[config.mk]
export PLATFORM = sky130hd
export DESIGN_NAME = mem_ctrl_icache
export DESIGN_NICKNAME = d
export VERILOG_FILES = /design/src/rtl/mem_ctrl_icache.sv
export SDC_FILE = /design/constraint.sdc
export NUM_CORES = 1
export LEC_CHECK = 0
export ABC_CLOCK_PERIOD_IN_PS = 5500
export CORE_MARGIN = 3
export CORE_UTILIZATION = 55
export DETAILED_ROUTE_END_ITERATION = 10
export PLACE_DENSITY_LB_ADDON = 0.15
export SETUP_SLACK_MARGIN = 0.02
export SYNTH_ARGS = -nofsm -noshare
export SYNTH_HDL_FRONTEND = slang
export SYNTH_SLANG_ARGS = --single-unit
export TNS_END_PERCENT = 50
[constraint.sdc]
create_clock -name clk -period 5.5 [get_ports clk]
set_input_delay 0.825 -clock clk [delete_from_list [all_inputs] [get_ports clk]]
set_output_delay 0.825 -clock clk [all_outputs]
set_load 0.01 [all_outputs]
[src/rtl/mem_ctrl_icache.sv]
// Memory controller between the CPU IF/MEM stages and a byte-serial RAM port.
// Serves byte/half/word data accesses and word fetches through a direct-mapped icache.
module mem_ctrl_icache #(
  parameter int ADDR_WIDTH        = 17,
  parameter int LEN               = 32,
  parameter int BYTE_SIZE         = 8,
  parameter int ICACHE_INDEX_BITS = 4
) (
  input  logic                  clk,
  input  logic                  rst,
  input  logic                  inst_fetch_enabled,
  input  logic [ADDR_WIDTH-1:0] mem_inst_addr,
  output logic [LEN-1:0]        instruction,
  output logic                  inst_ready,
  input  logic                  mem_vis_enabled,
  input  logic [1:0]            memory_vis_signal,
  input  logic [1:0]            mem_vis_size,
  input  logic                  mem_sign_ext,
  input  logic [ADDR_WIDTH-1:0] mem_data_addr,
  input  logic [LEN-1:0]        mem_write_data,
  output logic [LEN-1:0]        mem_read_data,
  output logic                  data_ready,
  input  logic                  icache_flush,
  input  logic [BYTE_SIZE-1:0]  mem_data,
  output logic [BYTE_SIZE-1:0]  writen_data,
  output logic [ADDR_WIDTH-1:0] mem_vis_addr,
  output logic                  mem_wr
);

  localparam int LINES = 1 << ICACHE_INDEX_BITS;
  localparam int TAG_W = ADDR_WIDTH - ICACHE_INDEX_BITS - 2;

  typedef enum logic [1:0] {
    IDLE  = 2'd0,
    READ  = 2'd1,
    WRITE = 2'd2,
    DONE  = 2'd3
  } state_t;

  function automatic logic [ICACHE_INDEX_BITS-1:0] line_index(input logic [ADDR_WIDTH-1:0] a);
    return a[ICACHE_INDEX_BITS+1:2];
  endfunction

  function automatic logic [TAG_W-1:0] tag_of(input logic [ADDR_WIDTH-1:0] a);
    return a[ADDR_WIDTH-1:ICACHE_INDEX_BITS+2];
  endfunction

  // Encoded as N-1 so it compares directly against the byte counter.
  function automatic logic [1:0] size_len(input logic [1:0] size);
    logic [1:0] n;
    case (size)
      2'b00:   n = 2'd0;
      2'b01:   n = 2'd1;
      default: n = 2'd3;
    endcase
    return n;
  endfunction

  function automatic logic [BYTE_SIZE-1:0] byte_lane(input logic [LEN-1:0] w, input logic [1:0] k);
    logic [BYTE_SIZE-1:0] b;
    case (k)
      2'd0:    b = w[BYTE_SIZE-1:0];
      2'd1:    b = w[2*BYTE_SIZE-1:BYTE_SIZE];
      2'd2:    b = w[3*BYTE_SIZE-1:2*BYTE_SIZE];
      default: b = w[4*BYTE_SIZE-1:3*BYTE_SIZE];
    endcase
    return b;
  endfunction

  function automatic logic [LEN-1:0] byte_insert(input logic [LEN-1:0] w, input logic [1:0] k,
                                                 input logic [BYTE_SIZE-1:0] b);
    logic [LEN-1:0] r;
    r = w;
    case (k)
      2'd0:    r[BYTE_SIZE-1:0]             = b;
      2'd1:    r[2*BYTE_SIZE-1:BYTE_SIZE]   = b;
      2'd2:    r[3*BYTE_SIZE-1:2*BYTE_SIZE] = b;
      default: r[4*BYTE_SIZE-1:3*BYTE_SIZE] = b;
    endcase
    return r;
  endfunction

  function automatic logic [LEN-1:0] load_extend(input logic [LEN-1:0] raw, input logic [1:0] size,
                                                 input logic sext);
    logic [LEN-1:0] r;
    case (size)
      2'b00:   r = {{(LEN-BYTE_SIZE){sext & raw[BYTE_SIZE-1]}}, raw[BYTE_SIZE-1:0]};
      2'b01:   r = {{(LEN-2*BYTE_SIZE){sext & raw[2*BYTE_SIZE-1]}}, raw[2*BYTE_SIZE-1:0]};
      default: r = raw;
    endcase
    return r;
  endfunction

  state_t                 state_r, state_s;
  logic [1:0]             cnt_r, cnt_s;
  logic [1:0]             len_r, len_s;
  logic [ADDR_WIDTH-1:0]  base_addr_r, base_addr_s;
  logic                   is_fetch_r, is_fetch_s;
  logic [1:0]             size_r, size_s;
  logic                   sign_ext_r, sign_ext_s;
  logic [LEN-1:0]         wdata_r, wdata_s;
  logic [LEN-1:0]         buf_r, buf_s;
  logic [ADDR_WIDTH-1:0]  vis_addr_r, vis_addr_s;
  logic                   mem_wr_r, mem_wr_s;
  logic [BYTE_SIZE-1:0]   writen_data_r, writen_data_s;
  logic [LEN-1:0]         instruction_r, instruction_s;
  logic [LEN-1:0]         read_data_r, read_data_s;
  logic                   inst_ready_r, inst_ready_s;
  logic                   data_ready_r, data_ready_s;

  logic [LINES-1:0]       valid_r, valid_s;
  logic [TAG_W-1:0]       tag_r  [LINES];
  logic [LEN-1:0]         data_r [LINES];

  logic                   fill_en_s;
  logic [LEN-1:0]         word_s;

  logic [ADDR_WIDTH-1:0]        fetch_base_s;
  logic [ICACHE_INDEX_BITS-1:0] fetch_idx_s;
  logic                         fetch_hit_s;
  logic [1:0]                   acc_len_s;
  logic [ADDR_WIDTH-1:0]        last_addr_s;
  logic [ICACHE_INDEX_BITS-1:0] first_idx_s, last_idx_s;
  logic                         first_match_s, last_match_s;

  assign fetch_base_s  = mem_inst_addr & ~{{(ADDR_WIDTH-2){1'b0}}, 2'b11};
  assign fetch_idx_s   = line_index(fetch_base_s);
  assign fetch_hit_s   = valid_r[fetch_idx_s] && (tag_r[fetch_idx_s] == tag_of(fetch_base_s));
  assign acc_len_s     = size_len(mem_vis_size);
  assign last_addr_s   = mem_data_addr + {{(ADDR_WIDTH-2){1'b0}}, acc_len_s};
  assign first_idx_s   = line_index(mem_data_addr);
  assign last_idx_s    = line_index(last_addr_s);
  assign first_match_s = (tag_r[first_idx_s] == tag_of(mem_data_addr));
  assign last_match_s  = (tag_r[last_idx_s] == tag_of(last_addr_s));

  assign instruction   = instruction_r;
  assign inst_ready    = inst_ready_r;
  assign mem_read_data = read_data_r;
  assign data_ready    = data_ready_r;
  assign writen_data   = writen_data_r;
  assign mem_vis_addr  = vis_addr_r;
  assign mem_wr        = mem_wr_r;

  // Next-state, next-output and icache valid-bit logic.
  always_comb begin
    state_s       = state_r;
    cnt_s         = cnt_r;
    len_s         = len_r;
    base_addr_s   = base_addr_r;
    is_fetch_s    = is_fetch_r;
    size_s        = size_r;
    sign_ext_s    = sign_ext_r;
    wdata_s       = wdata_r;
    buf_s         = buf_r;
    vis_addr_s    = vis_addr_r;
    mem_wr_s      = 1'b0;
    writen_data_s = writen_data_r;
    instruction_s = instruction_r;
    read_data_s   = read_data_r;
    inst_ready_s  = 1'b0;
    data_ready_s  = 1'b0;
    valid_s       = valid_r;
    fill_en_s     = 1'b0;
    word_s        = buf_r;
    case (state_r)
      IDLE: begin
        if (mem_vis_enabled) begin
          base_addr_s = mem_data_addr;
          cnt_s       = 2'd0;
          len_s       = acc_len_s;
          is_fetch_s  = 1'b0;
          size_s      = mem_vis_size;
          sign_ext_s  = mem_sign_ext;
          case (memory_vis_signal)
            2'b01: begin
              state_s    = READ;
              vis_addr_s = mem_data_addr;
              buf_s      = '0;
            end
            2'b10: begin
              state_s       = WRITE;
              vis_addr_s    = mem_data_addr;
              mem_wr_s      = 1'b1;
              wdata_s       = mem_write_data;
              writen_data_s = byte_lane(mem_write_data, 2'd0);
              // Keep fetched code coherent with stores that touch a cached word.
              if (first_match_s) begin
                valid_s[first_idx_s] = 1'b0;
              end else begin
                valid_s[first_idx_s] = valid_r[first_idx_s];
              end
              if (last_match_s) begin
                valid_s[last_idx_s] = 1'b0;
              end else begin
                valid_s[last_idx_s] = valid_s[last_idx_s];
              end
            end
            default: begin
              state_s      = DONE;
              data_ready_s = 1'b1;
            end
          endcase
        end else if (inst_fetch_enabled) begin
          if (fetch_hit_s) begin
            state_s       = DONE;
            instruction_s = data_r[fetch_idx_s];
            inst_ready_s  = 1'b1;
          end else begin
            state_s     = READ;
            base_addr_s = fetch_base_s;
            vis_addr_s  = fetch_base_s;
            cnt_s       = 2'd0;
            len_s       = 2'd3;
            is_fetch_s  = 1'b1;
            size_s      = 2'b10;
            sign_ext_s  = 1'b0;
            buf_s       = '0;
          end
        end else begin
          state_s = IDLE;
        end
      end
      READ: begin
        word_s = byte_insert(buf_r, cnt_r, mem_data);
        buf_s  = word_s;
        if (cnt_r == len_r) begin
          state_s = DONE;
          if (is_fetch_r) begin
            instruction_s = word_s;
            inst_ready_s  = 1'b1;
            fill_en_s     = 1'b1;
            valid_s[line_index(base_addr_r)] = 1'b1;
          end else begin
            read_data_s  = load_extend(word_s, size_r, sign_ext_r);
            data_ready_s = 1'b1;
          end
        end else begin
          cnt_s      = cnt_r + 2'd1;
          vis_addr_s = base_addr_r + {{(ADDR_WIDTH-2){1'b0}}, cnt_s};
        end
      end
      WRITE: begin
        if (cnt_r == len_r) begin
          state_s      = DONE;
          data_ready_s = 1'b1;
        end else begin
          cnt_s         = cnt_r + 2'd1;
          vis_addr_s    = base_addr_r + {{(ADDR_WIDTH-2){1'b0}}, cnt_s};
          mem_wr_s      = 1'b1;
          writen_data_s = byte_lane(wdata_r, cnt_s);
        end
      end
      DONE: begin
        state_s = IDLE;
      end
      default: begin
        state_s = IDLE;
      end
    endcase
  end

  // Control and output registers; flush overrides any same-edge fill.
  always_ff @(posedge clk) begin
    if (rst) begin
      state_r       <= IDLE;
      cnt_r         <= 2'd0;
      len_r         <= 2'd0;
      base_addr_r   <= '0;
      is_fetch_r    <= 1'b0;
      size_r        <= 2'b00;
      sign_ext_r    <= 1'b0;
      wdata_r       <= '0;
      buf_r         <= '0;
      vis_addr_r    <= '0;
      mem_wr_r      <= 1'b0;
      writen_data_r <= '0;
      instruction_r <= '0;
      read_data_r   <= '0;
      inst_ready_r  <= 1'b0;
      data_ready_r  <= 1'b0;
      valid_r       <= '0;
    end else begin
      state_r       <= state_s;
      cnt_r         <= cnt_s;
      len_r         <= len_s;
      base_addr_r   <= base_addr_s;
      is_fetch_r    <= is_fetch_s;
      size_r        <= size_s;
      sign_ext_r    <= sign_ext_s;
      wdata_r       <= wdata_s;
      buf_r         <= buf_s;
      vis_addr_r    <= vis_addr_s;
      mem_wr_r      <= mem_wr_s;
      writen_data_r <= writen_data_s;
      instruction_r <= instruction_s;
      read_data_r   <= read_data_s;
      inst_ready_r  <= inst_ready_s;
      data_ready_r  <= data_ready_s;
      valid_r       <= icache_flush ? {LINES{1'b0}} : valid_s;
    end
  end

  // Icache tag/data storage; contents are meaningless while the valid bit is clear.
  always_ff @(posedge clk) begin
    if (fill_en_s && !rst) begin
      tag_r[line_index(base_addr_r)]  <= tag_of(base_addr_r);
      data_r[line_index(base_addr_r)] <= word_s;
    end
  end

endmodule
==> impl_metrics.tcl <==
set metrics [dict create \
    p_leak_nw 15.9 \
    drt_pass1_iterations 8 \
    crit_slowest_cell "clkdlybuf4s50_1" \
    max-clock-path-buffers 3 \
    track_usage_pct 32.3 \
    setup_violations 0 \
    seq_area_frac_synth_pct 59.7 \
    internal-power_w 0.0135 \
    cts_tree "done" \
    core_sq_um 73700 \
    ys_types 88 \
    path_common_cell "buf_4" \
    pwr-share-comb_pct 21.0 \
    cts_hold_buffers 0 \
    synth_fp_nets 3052 \
    die_y_um 280 \
    via_count 28600 \
    worstMarginPinSlew_ns 1.33 \
    grt_pass1_vias 28200 \
    p_clk_share_pct 34.2 \
    cap_violations 0 \
    setup_tns_ns 0 \
    synth_seq_cells 887 \
    power.switching_w 0.00565 \
    synth-warning-count 0 \
    cts_made_buffers 91 \
    fmax_mhz 218 \
    powerDensity_nw_per_um2 403 \
    finalHoldViolCount 0 \
    worst_ep_arrival_time_ns 5.12 \
    finClkSkew_ns 0.0372 \
    antenna_found_initial 0 \
    nFillCells 5235 \
    rows 99 \
    slew_viol_final 0 \
    crit_type "in -> reg" \
    gp_congestion 0.943 \
    clockRootBuffer "clkbuf_16" \
    totalWireLength_um 127000 \
    die-width_um 280 \
    worstPathMaxFanout 16 \
    endpoint_kind "flip-flop" \
    crit_path_cell_trace "clkdlybuf4s50_1, ha_1, o211a_1, buf_4, nor3_2, buf_4, nor2_1, buf_4, a211oi_1, o2111ai_1, xnor2_1, nor3_1, o31a_1, nand4b_1, buf_4, o21ai_2, buf_12, o31ai_1" \
    synth_cells 2950 \
    port_buffers 173 \
    fin_crit_sh_pct 83.4 \
    crit_path_start_kind "primary input" \
    peakVddDrop_uv 383 \
    switching_share_pct 29.4 \
    ctsResizeCount 0 \
    h-tree-depth 3 \
    worst-path-buf-inv 6 \
    wl_per_cell_um 30.6 \
    postRouteAntennaNets 0 \
    power_frac_seq_pct 44.8 \
    post_cts_buffers 0 \
    cp_top_family "buffers and inverters" \
    synth_flop_cell "edfxtp_1" \
    drt_iter0_markers 4275 \
    vias_per_cell 6.89 \
    async_flop_share_pct 0 \
    syn-cell-area_sq_um 41300 \
    status "finished clean" \
    grt_overflow 0 \
    drc_errors 0 \
    period_needed_ns 4.59 \
    antennaDiodeCount 0 \
    nets 3213 \
    cp.required_ns 6.04 \
    synth.avg_cell_area_sq_um 14.0 \
    post-dp-hpwl_um 77300 \
    clk_pin_slew_ns 0.06 \
    cts_sinks 887 \
    start_util_pct 56.0 \
    min_path_type "reg -> reg" \
    io_pins 176 \
    crit_path_max_incr_delay_ns 0.57 \
    layout-drive-gt1-share_pct 18.4 \
    die_area_sq_um 78400 \
    total_power_w 0.0192 \
    rsz0062_at_grt "no" \
    area_delta_synth_final_pct 15.3 \
    synth_edf_count 688 \
    grt_max_degree 89 \
    grt_pass1_wl_um 185000 \
    max_slew_margin_pct 11.2 \
    clk_latency_ns 0.66 \
]
worst register-to-register path: stages, from the launching register on:
cell	delay, ns
dfxtp_1	0.36
inv_1	0.11
ha_1	0.42
clkinv_1	0.39
nor2_1	0.61
nand2_1	0.14
buf_4	0.30
a21oi_1	0.98
nand3_1	0.42
o31ai_1	0.37
placed cells by master, fill, tap and decap left out, types with 8 or more instances in the layout:
cell             count
mux2i_1            186
mux4_2             262
a211oi_1            61
nand2b_1            39
nand4_1             19
nor3_1              40
and3_1              10
a22oi_1             20
o221ai_1             8
clkinv_1            16
and2_1              14
clkbuf_16           92
clkbuf_1            14
o211ai_1            16
nor2_4              16
a21oi_1            135
bufinv_16           15
xnor2_1             30
edfxtp_1           688
dfxtp_1            199
nand2_1            250
or4_1               23
nor2b_1             23
o21ai_0            138
nor2_1             209
o31ai_1             36
xor2_1              16
a222oi_1             8
ha_1                16
clkinv_2            19
a2111oi_0           11
a32oi_1              8
nand3_1             33
o22ai_1             13
clkdlybuf4s50_1    166
a31oi_1             15
inv_1               17
or3_1               13
buf_4              125
cell families after synthesis:
logic type	after synthesis	synth area share (%)
flip-flops	887	59.7
AND/OR/NAND/NOR	729	8.16
AO/OA/AOI/OAI	559	8.83
multiplexers	455	19.0
buffers and inverters	255	2.72
XOR/XNOR	46	0.976
adder cells (fa/ha/maj)	19	0.588
stage by stage:
step	area [sq um]	hold slack [ns]	worst slack, ns	std cells	util (%)
floorplan	41300	0.436	1.52	2950	-
CTS	47600	0.457	1.05	4147	64.6
global route	47600	0.476	0.779	4147	64.6
finish	47600	0.455	0.913	4147	64.6
global placement	44400	0.444	0.461	3977	60.2
detailed placement	44400	0.447	0.422	3977	60.2
layer usage:
layer / GRT usage (%) / part of all wire (%) / up-vias
met5: 0 / 0 / -
met4: 15.8 / 5.4 / 0
met3: 7.07 / 11 / 407
met2: 48.9 / 45 / 1927
met1: 44.8 / 38 / 14300
li1: - / - / 11900
worst paths after layout:
check | start | end | slack [ns] | depth (start not counted)
worst min register to register | wdata_r[25]$_SDFFE_PP0P_ | wdata_r[25]$_SDFFE_PP0P_ | 0.46 | 2
worst max register to register | state_r[0]$_SDFFE_PP0P_ | valid_r[13]$_SDFFE_PP0P_ | 1.29 | 9
worst max-delay path | mem_vis_size[1] | valid_r[13]$_SDFFE_PP0P_ | 0.91 | 18
worst min-delay path | wdata_r[25]$_SDFFE_PP0P_ | wdata_r[25]$_SDFFE_PP0P_ | 0.46 | 2
power groups by stage:
stage	sequential, W	combinational (W)	clock, W
2_1_floorplan	0.00861	0.00235	0
3_3_place_gp	0.00870	0.00384	0
3_5_place_dp	0.00873	0.00393	0
4_1_cts	0.00860	0.00397	0.00663
5_1_grt	0.00865	0.00431	0.00692
6_report	0.00860	0.00403	0.00657
area by class of cell:
class / count / area (sq um) / share of cell area [%]
Tap cell: 959 / 1200 / 2.52
Sequential cell: 887 / 24600 / 51.8
Multi-Input combinational cell: 1808 / 15700 / 32.9
Clock inverter: 57 / 759 / 1.60
Inverter: 20 / 75.1 / 0.158
Clock buffer: 113 / 2450 / 5.15
Timing Repair Buffer: 303 / 2790 / 5.87
synthesized netlist by cell type (9+ instances only):
cell	instances	area, sq um
edfxtp_1	688	20700
mux4_2	262	5900
nand2_1	250	938
nor2_1	226	848
dfxtp_1	199	3980
mux2i_1	186	1860
clkbuf_1	150	563
o21ai_0	138	691
a21oi_1	136	681
a211oi_1	61	458
nor3_1	40	200
nand2b_1	39	244
o31ai_1	36	270
buf_1	35	131
nand3_1	33	165
xnor2_1	30	263
buf_2	29	145
nor2b_1	23	144
or4_1	23	173
a22oi_1	20	150
nand4_1	19	119
inv_1	18	67.6
ha_1	17	213
o211ai_1	16	120
xor2_1	16	140
a31oi_1	15	93.8
and2_1	14	87.6
o22ai_1	13	81.3
or3_1	13	81.3
a2111oi_0	11	96.3
and3_1	10	62.6
buf_4	10	75.1
buf_6	9	101
registers in the layout, summed over array words and instances (netlist names), 2 cells and up:
signal,count
data_r,512
cnt_r,2
base_addr_r,17
size_r,2
writen_data,8
wdata_r,32
len_r,2
mem_vis_addr,17
instruction,32
buf_r,32
tag_r,176
mem_read_data,32
valid_r,16
state_r,2
Note: power is estimated with default switching activity, not from simulation.
